===== config.mk =====
export PLATFORM = sky130hd
export DESIGN_NAME = shift_unit_pipe_flat
export DESIGN_NICKNAME = d
export VERILOG_FILES = /design/src/rtl/shift_unit_pipe_if.sv /design/src/rtl/shift_unit_pipe.sv /design/src/flat_wrapper.sv
export SDC_FILE = /design/constraint.sdc
export NUM_CORES = 1
export LEC_CHECK = 0
export BUFFER_PORTS_ARGS = -buffer_cell sky130_fd_sc_hd__clkbuf_2
export CORE_UTILIZATION = 60
export DETAILED_ROUTE_END_ITERATION = 6
export PLACE_DENSITY = 0.81
export SYNTH_ARGS = -nofsm -noshare
export SYNTH_HDL_FRONTEND = slang
export SYNTH_SLANG_ARGS = --single-unit

===== constraint.sdc =====
create_clock -name i_clk -period 4.8 [get_ports i_clk]
set_input_delay 1.2 -clock i_clk [delete_from_list [all_inputs] [get_ports i_clk]]
set_output_delay 1.2 -clock i_clk [all_outputs]
set_load 0.01 [all_outputs]

===== src/rtl/shift_unit_pipe_if.sv =====
// Handshake/data bundle for shift_unit_pipe.
//   Upstream  : i_valid / o_ready carry the operand (i_data, i_amt, i_mode, i_fill).
//   Downstream: o_valid / i_ready carry the result (o_data, o_carry, o_zero).
//   i_flush   : synchronous pipeline clear.
// The master modport is the side that drives operands and consumes results;
// the slave modport is the shift unit itself.
interface shift_unit_pipe_if #(
  parameter int WIDTH = 8,
  parameter int AMT_W = 4
);
  logic             i_flush;
  logic             i_valid;
  logic             o_ready;
  logic [WIDTH-1:0] i_data;
  logic [AMT_W-1:0] i_amt;
  logic [2:0]       i_mode;
  logic             i_fill;
  logic             o_valid;
  logic             i_ready;
  logic [WIDTH-1:0] o_data;
  logic             o_carry;
  logic             o_zero;

  modport master (
    output i_flush, i_valid, i_data, i_amt, i_mode, i_fill, i_ready,
    input  o_ready, o_valid, o_data, o_carry, o_zero
  );

  modport slave (
    input  i_flush, i_valid, i_data, i_amt, i_mode, i_fill, i_ready,
    output o_ready, o_valid, o_data, o_carry, o_zero
  );
endinterface


===== src/rtl/shift_unit_pipe.sv =====
// Two-stage pipelined shift/rotate unit.
//   i_clk : clock, rising edge
//   i_rst : asynchronous active-high reset
//   bus   : shift_unit_pipe_if.slave (operand in, result out, flush)
// Stage A registers the operand; the shift result is computed from stage A
// and registered in stage B, which drives the outputs. Modes: LSL, LSR, ASR,
// ROL, ROR; reserved modes pass the operand through with carry 0.
module shift_unit_pipe #(
  parameter int WIDTH = 8,
  parameter int AMT_W = 4
) (
  input logic              i_clk,
  input logic              i_rst,
  shift_unit_pipe_if.slave bus
);

  typedef enum logic [2:0] {
    MODE_LSL = 3'b000,
    MODE_LSR = 3'b001,
    MODE_ASR = 3'b010,
    MODE_ROL = 3'b011,
    MODE_ROR = 3'b100
  } mode_e;

  localparam logic [AMT_W-1:0] W_AMT = AMT_W'(WIDTH);

  // Stage A: operand register
  logic             a_valid;
  logic [WIDTH-1:0] a_data;
  logic [AMT_W-1:0] a_amt;
  mode_e            a_mode;
  logic             a_fill;

  // Stage B: result register
  logic             b_valid;
  logic [WIDTH-1:0] b_data;
  logic             b_carry;
  logic             b_zero;

  logic b_free, a_load, a_to_b;

  assign b_free      = !b_valid || bus.i_ready;
  assign bus.o_ready = !a_valid || b_free;
  assign a_load      = bus.i_valid && bus.o_ready;
  assign a_to_b      = a_valid && b_free;

  // Shift datapath
  logic [WIDTH-1:0] res_data;
  logic             res_carry;
  logic             sh_fill;
  logic [WIDTH:0]   lsl_val, lsr_val, fill_lo, fill_hi;
  logic [AMT_W-1:0] rot_n;
  logic [WIDTH-1:0] rol_val, ror_val;

  always_comb begin
    res_data  = a_data;
    res_carry = 1'b0;
    sh_fill   = (a_mode == MODE_ASR) ? a_data[WIDTH-1] : a_fill;
    // One extra bit above (LSL) or below (LSR) the operand catches the last
    // bit shifted out; the fill masks cover the vacated positions for n <= W.
    fill_lo   = sh_fill ? ~({(WIDTH+1){1'b1}} << a_amt) : '0;
    fill_hi   = sh_fill ? ~({(WIDTH+1){1'b1}} >> a_amt) : '0;
    lsl_val   = ({1'b0, a_data} << a_amt) | fill_lo;
    lsr_val   = ({a_data, 1'b0} >> a_amt) | fill_hi;
    rot_n     = a_amt % W_AMT;
    // Shift by W_AMT yields zero, so rot_n == 0 leaves the operand intact.
    rol_val   = (a_data << rot_n) | (a_data >> (W_AMT - rot_n));
    ror_val   = (a_data >> rot_n) | (a_data << (W_AMT - rot_n));
    if (a_amt != '0) begin
      case (a_mode)
        MODE_LSL: begin
          if (a_amt > W_AMT) begin
            res_data  = {WIDTH{sh_fill}};
            res_carry = sh_fill;
          end else begin
            res_data  = lsl_val[WIDTH-1:0];
            res_carry = lsl_val[WIDTH];
          end
        end
        MODE_LSR, MODE_ASR: begin
          if (a_amt > W_AMT) begin
            res_data  = {WIDTH{sh_fill}};
            res_carry = sh_fill;
          end else begin
            res_data  = lsr_val[WIDTH:1];
            res_carry = lsr_val[0];
          end
        end
        MODE_ROL: begin
          res_data  = rol_val;
          res_carry = rol_val[0];
        end
        MODE_ROR: begin
          res_data  = ror_val;
          res_carry = ror_val[WIDTH-1];
        end
        default: begin
          res_data  = a_data;
          res_carry = 1'b0;
        end
      endcase
    end
  end

  always_ff @(posedge i_clk or posedge i_rst) begin
    if (i_rst) begin
      a_valid <= 1'b0;
      a_data  <= '0;
      a_amt   <= '0;
      a_mode  <= MODE_LSL;
      a_fill  <= 1'b0;
      b_valid <= 1'b0;
      b_data  <= '0;
      b_carry <= 1'b0;
      b_zero  <= 1'b1;
    end else if (bus.i_flush) begin
      a_valid <= 1'b0;
      b_valid <= 1'b0;
    end else begin
      a_valid <= a_load || (a_valid && !b_free);
      b_valid <= a_to_b || (b_valid && !bus.i_ready);
      if (a_load) begin
        a_data <= bus.i_data;
        a_amt  <= bus.i_amt;
        a_mode <= mode_e'(bus.i_mode);
        a_fill <= bus.i_fill;
      end
      if (a_to_b) begin
        b_data  <= res_data;
        b_carry <= res_carry;
        b_zero  <= (res_data == '0);
      end
    end
  end

  assign bus.o_valid = b_valid;
  assign bus.o_data  = b_data;
  assign bus.o_carry = b_carry;
  assign bus.o_zero  = b_zero;

endmodule


===== src/flat_wrapper.sv =====
// flat-port wrapper written by rule: the top's interface ports become plain ports
module shift_unit_pipe_flat 
#(
  parameter int WIDTH = 8,
  parameter int AMT_W = 4
)
  (i_clk, i_rst, bus_i_flush, bus_i_valid, bus_i_data, bus_i_amt, bus_i_mode, bus_i_fill, bus_i_ready, bus_o_ready, bus_o_valid, bus_o_data, bus_o_carry, bus_o_zero);
  shift_unit_pipe_if #(.WIDTH(WIDTH), .AMT_W(AMT_W)) bus_i ();
  input logic i_clk;
  input logic i_rst;
  input wire logic [$bits(bus_i.i_flush)-1:0] bus_i_flush;
  input wire logic [$bits(bus_i.i_valid)-1:0] bus_i_valid;
  input wire logic [$bits(bus_i.i_data)-1:0] bus_i_data;
  input wire logic [$bits(bus_i.i_amt)-1:0] bus_i_amt;
  input wire logic [$bits(bus_i.i_mode)-1:0] bus_i_mode;
  input wire logic [$bits(bus_i.i_fill)-1:0] bus_i_fill;
  input wire logic [$bits(bus_i.i_ready)-1:0] bus_i_ready;
  output wire logic [$bits(bus_i.o_ready)-1:0] bus_o_ready;
  output wire logic [$bits(bus_i.o_valid)-1:0] bus_o_valid;
  output wire logic [$bits(bus_i.o_data)-1:0] bus_o_data;
  output wire logic [$bits(bus_i.o_carry)-1:0] bus_o_carry;
  output wire logic [$bits(bus_i.o_zero)-1:0] bus_o_zero;
  assign bus_i.i_flush = bus_i_flush;
  assign bus_i.i_valid = bus_i_valid;
  assign bus_i.i_data = bus_i_data;
  assign bus_i.i_amt = bus_i_amt;
  assign bus_i.i_mode = bus_i_mode;
  assign bus_i.i_fill = bus_i_fill;
  assign bus_i.i_ready = bus_i_ready;
  assign bus_o_ready = bus_i.o_ready;
  assign bus_o_valid = bus_i.o_valid;
  assign bus_o_data = bus_i.o_data;
  assign bus_o_carry = bus_i.o_carry;
  assign bus_o_zero = bus_i.o_zero;
  shift_unit_pipe #(.WIDTH(WIDTH), .AMT_W(AMT_W)) u_core (.i_clk(i_clk), .i_rst(i_rst), .bus(bus_i));
endmodule

* Word-level counts from Yosys, hierarchy flattened
Index checks and enable logic that the tools add are counted.
** Storage, ports and cells
- Register bits after elaboration :: 28
- Bits of input ports :: 21
- Bits in latches :: 0
- Memory bits (read-only) :: 0
- Memories :: 0
- Output and inout bits :: 12
- RAM bits :: 0
** Operators by class
- Reductions and logical operators :: 18
- Shift-type cells :: 8
- Eq/ne operators :: 4
- Order comparisons :: 1
- Muxes and demuxes :: 13
- $add $sub $neg :: 1
- Divide/modulo/power cells :: 0
- Bitwise gates (word level) :: 7
- $mul :: 0
** Operator list (count)
- $pmux 8 s4 :: 1
- $mux 8 :: 3
- $mux 9 :: 2
- $not 9->9 :: 2
- $or 9x9->9 :: 2
- $or 8x8->8 :: 2
- $shl 8x4->9 :: 1
- $shl 9x4->9 const A :: 1
- $shr 9x4->9 :: 1
- $shr 9x4->9 const A :: 1
- $logic_not 8->1 :: 1
- $shl 8x3->8 :: 1
- $shl 8x4->8 :: 1
- $shr 8x3->8 :: 1
- $shr 8x4->8 :: 1
- $eq 3x2->1 const B :: 2
- $mux 1 :: 6
- $gt 4x4->1 const B :: 1
- $logic_and 1x1->1 :: 4
- $logic_not 1->1 :: 4
- $logic_or 1x1->1 :: 4
- $pmux 1 s4 :: 1
- $reduce_and 2->1 :: 2
- $reduce_bool 4->1 :: 1
- 6 further kinds :: 6

* Longest topological paths before layout
- Word-level depth :: 8
- Gate-level depth with buffers :: 14
- Mapped depth without buffers :: 10

* Least setup slack after synthesis
OpenSTA, ideal clock, no wires.
- Kind :: register -> register
- Start point :: register u_core.a_amt[0]
- End point :: register u_core.b_zero, in the netlist u_core.bus.o_zero
- Cell stages (with the launch flop) :: 14
- Path slack :: 1582 ps
- Arrival time :: 3128 ps
- Data required time :: 4711 ps
- Buffers on the path :: 4
- Library setup time :: 89 ps
- Cell sequence :: dfrtp_1 -> buf_6 -> inv_1 -> buf_1 -> ha_1 -> ha_1 -> clkbuf_1 -> clkbuf_1 -> o221a_2 -> nor3_1 -> o32ai_1 -> o221ai_1 -> or3_1 -> o32ai_2
** Between the ends
- Longest elaborated chain between the ends :: 8
** Ends and longest elaborated chain
- from (decl) :: line shift_unit_pipe.sv:30 : logic [AMT_W-1:0] a_amt;
- from (signal assigned) :: line shift_unit_pipe.sv:124 : a_amt <= bus.i_amt;
- branches (longest 6 deep; another with $sub 4x3->4)
- $mux 8 * :: line shift_unit_pipe.sv:69 : if (a_amt != '0) begin
- $logic_not 8->1 * :: line shift_unit_pipe.sv:131 : b_zero <= (res_data == '0);
- to (signal assigned) :: line shift_unit_pipe.sv:131
- to (decl) :: line shift_unit_pipe.sv:38 : logic b_zero;
Every way passes the cells marked *.
A chain may end at the register's enable or synchronous reset.

* Final worst setup path
- Start point :: register u_core.a_amt[2]
- End point :: register u_core.b_zero, in the netlist u_core.bus.o_zero
The elaborated chain is that of the path after synthesis.

==> impl_results.md <==
- Vias in the first global route: 2635
- Setup-failing EPs final: 0
- Critical Path Slowest Stage Cell: ha_1
- Main synth FF type: dfrtp_1
- Initial DRC Count: 493
- EDFF count, synth: 0
- Cts hold-fix bufs: 0
- R2r setup slk: ~1.3 ns
- Synth top area cells: dfrtp_1, mux2_2, mux2i_1, mux4_2, nor2_1
- Post-DP HPWL: roughly 6900 microns
- Row count: 26
- Post-synth net total: 379
- Htree depth: 1
- Fin crit share: 72.2%
- Worst Tran Pin Value: 1.08 ns
- CTS max path bufs: 2
- Chip height: 75.1 microns
- First-pass GRT wire length: between 10000 and 15000 microns
- Arrival @ worst endpoint: 3.66 ns
- Power density cells: just over 400 nW/um^2
- Worst r2r dst: u_core.bus.o_zero
- Crit path time final: 3.46 ns
- Fmax: 0.289 GHz
- Clk slew on worst S/H paths: around 0.10 ns
- Comb power frac: roughly 57%
- Synth Warn #: 0
- Fill cell count: 441
- Worst Hold End: u_core.bus.o_zero
- TritonRoute pass-1 iters: 5
- Worst R2R Start: u_core.a_amt[2]
- Setup TNS: 0 ns
- Ratio of cells with drive above 1 in the final layout: 27.9%
- Max incr delay on CP: 0.75 ns
- DRT Wirelength: 9860 microns
- Flop pwr share: 29.4%
- Critical Path Fanout Max: 16
- Critical path cell sequence: clkinv_1 -> ha_1 -> mux4_2 -> nor2_1 -> a2111oi_0 -> o32a_1 -> or3_1 -> o32ai_2
- Outcome: finished, final reports clean
- Seq cells post-synth: 28
- Post-route DRC: 0
- Post-route setup slack: 1.34 ns
- GRT Util Overall: 35.4%
- Clock root buffer: clkbuf_8
- Top cells by count, synth: mux2_2, nor2_1, dfrtp_1, mux2i_1, nand2_1
- Total Power: 1.35 mW
- Pin count of the biggest net entering global routing: 49
- Hold Crit Class: reg2reg
- Final hold viol count: 0
- Crit path kind: reg2reg
- Clock Latency Late Sink: 0.28 ns
- Setup crit end kind: flip-flop
- Inserted Diodes: 0
- Die Wd: approximately 75 microns
- Clock network fraction of total power: roughly 14%
- Critical Path Source Type: flip-flop
- Placed Area: between 3000 and 4000 sq um
- Internal Power: roughly 730 uW
- Sequential area share after synthesis: 21.9%
- Vias: 3116
- Distinct cell type count after synthesis: 78
- Slew Limit Fails: 0
- HP Start: u_core.bus.o_zero
- IO buf count: 32
- Fin area: about 3300 sq um
- WHS: 0.506 ns
- Gr ovfl total: 0
- Clock sink count: 28
- Fraction of registers with async set/reset: 100%
- Leakage power: 1.30 nW
- Largest area contributor in the netlist: dfrtp_1
- Core Region: 5140 sq um
- Routability cong.: 0.998
- Switching pwr: about 600 uW
- Max_cap viols: 0
- Antenna Violating Nets Remaining: 0
- Worst Skew: 0.00430 ns
- Synth-to-layout area growth: 3.40%
- RSZ-0062 raised after global routing: false
- Cells after Synth: 354
- I/O Pins: 33
- Switching share of power: between 40 and 50%
- Post-CTS setup buffer count: 0
- CTS Buf Count: 3
- WL per Instance: 23.0 microns
- Post-Place Setup Slack: around 1.4 ns
- Initial antenna violation count: 0
- Initial Util: 62.3%
- Post-synth top area share: 21.1%
- Slew HR: 28.1%
- CTS resizes: 0
- Syn_area_per_cell: 9.05 sq um
- Worst VDD drop: between 200 and 300 uV
- Hold path depth: 2
- Worst r2r path cells: 8
- Nets: 385
- Critical Path RT: between 4 and 5 ns
- Post-DR vias/cell: 7.26
- Cell area after synthesis: 3200 sq um
- DIE AREA: 5640 sq um
- CTS tree: done
worst max-delay path: cells and delay by family, from the launching register on:
| family | cells | cell delay [ns] |
|---|---|---|
| AO/OA/AOI/OAI | 3 | 0.78 |
| adder cells (fa/ha/maj) | 1 | 0.75 |
| flip-flops | 1 | 0.61 |
| AND/OR/NAND/NOR | 2 | 0.52 |
| multiplexers | 1 | 0.40 |
| buffers and inverters | 1 | 0.34 |
per-layer routing:
| layer | wire length [microns] | vias up | global-route usage (%) | part of all wire (%) |
|---|---|---|---|---|
| met5 | 0 | - | 0 | 0 |
| met4 | 347 | 0 | 15.7 | 3.5 |
| met3 | 1170 | 31 | 7.63 | 12 |
| met1 | 3980 | 1470 | 49.1 | 40 |
| met2 | 4370 | 241 | 53.2 | 44 |
| li1 | - | 1374 | - | - |
cell families (layout without fill, tap and decap cells):
kind of cell             after synthesis  in the layout  synth area share (%)
buffers and inverters                 48             53                  9.14
multiplexers                          63             63                  24.2
adder cells (fa/ha/maj)                4              4                  1.56
AND/OR/NAND/NOR                      110            110                  18.8
XOR/XNOR                               1              1                 0.273
AO/OA/AOI/OAI                        100            100                  24.1
flip-flops                            28             28                  21.9
state kept, by name, summed over array words and instances, names as in the netlist:
name,flops
u_core.a_data,8
u_core.bus.o_data,8
u_core.bus.o_carry,1
u_core.a_mode,3
u_core.a_fill,1
u_core.bus.o_valid,1
u_core.a_valid,1
u_core.bus.o_zero,1
u_core.a_amt,4
final cells by class:
cell class              instances  area, sq um  area share, %
multi-input cells             278         2210           66.7
inverters                      12         45.0           1.36
flip-flops and latches         28          702           21.2
repair buffers                 37          198           5.97
clock buffers                   3         41.3           1.25
clock inverters                 1         30.0          0.906
well taps                      70         87.6           2.64
layout by cell type (no fill, tap or decap), drive strengths merged, types with 7 or more instances in the layout:
cell type,synthesis,layout
a21oi,9,9
clkbuf,18,35
dfrtp,27,27
inv,11,11
mux2,31,31
mux2i,24,24
mux4,8,8
nand2,15,15
nand3,9,9
nor2,30,30
nor2b,8,8
nor3,8,8
o21ai,13,13
o31ai,9,9
or3,7,7
power by group through the flow:
stage	Combinational [mW]	Sequential [mW]	Clock, mW
6_report	0.762	0.395	0.189
5_1_grt	0.806	0.401	0.198
4_1_cts	0.739	0.390	0.191
3_5_place_dp	0.733	0.395	0
3_3_place_gp	0.736	0.395	0
2_1_floorplan	0.600	0.351	0
stage by stage:
| stage | util, % | instances |
|---|---|---|
| final | 64.5 | 429 |
| after global routing | 64.5 | 429 |
| after CTS | 64.5 | 429 |
| after detailed placement | 63.1 | 425 |
| after global placement | 63.1 | 425 |
| after floorplan | - | 354 |
how the worst max path moves through the flow:
| stage | startpoint | to | slack [ns] | cells past startpoint |
|---|---|---|---|---|
| after floorplan | u_core.a_amt[0] | u_core.bus.o_zero | 1.58 | 13 |
| after global placement | u_core.a_amt[0] | u_core.bus.o_zero | 1.53 | 9 |
| after detailed placement | u_core.a_amt[0] | u_core.bus.o_zero | 1.45 | 9 |
| after CTS | u_core.a_amt[0] | u_core.bus.o_zero | 1.42 | 9 |
| after global routing | u_core.a_amt[2] | u_core.bus.o_zero | 1.20 | 9 |
| final | u_core.a_amt[2] | u_core.bus.o_zero | 1.34 | 8 |
Power figures use the tool's default switching activity.
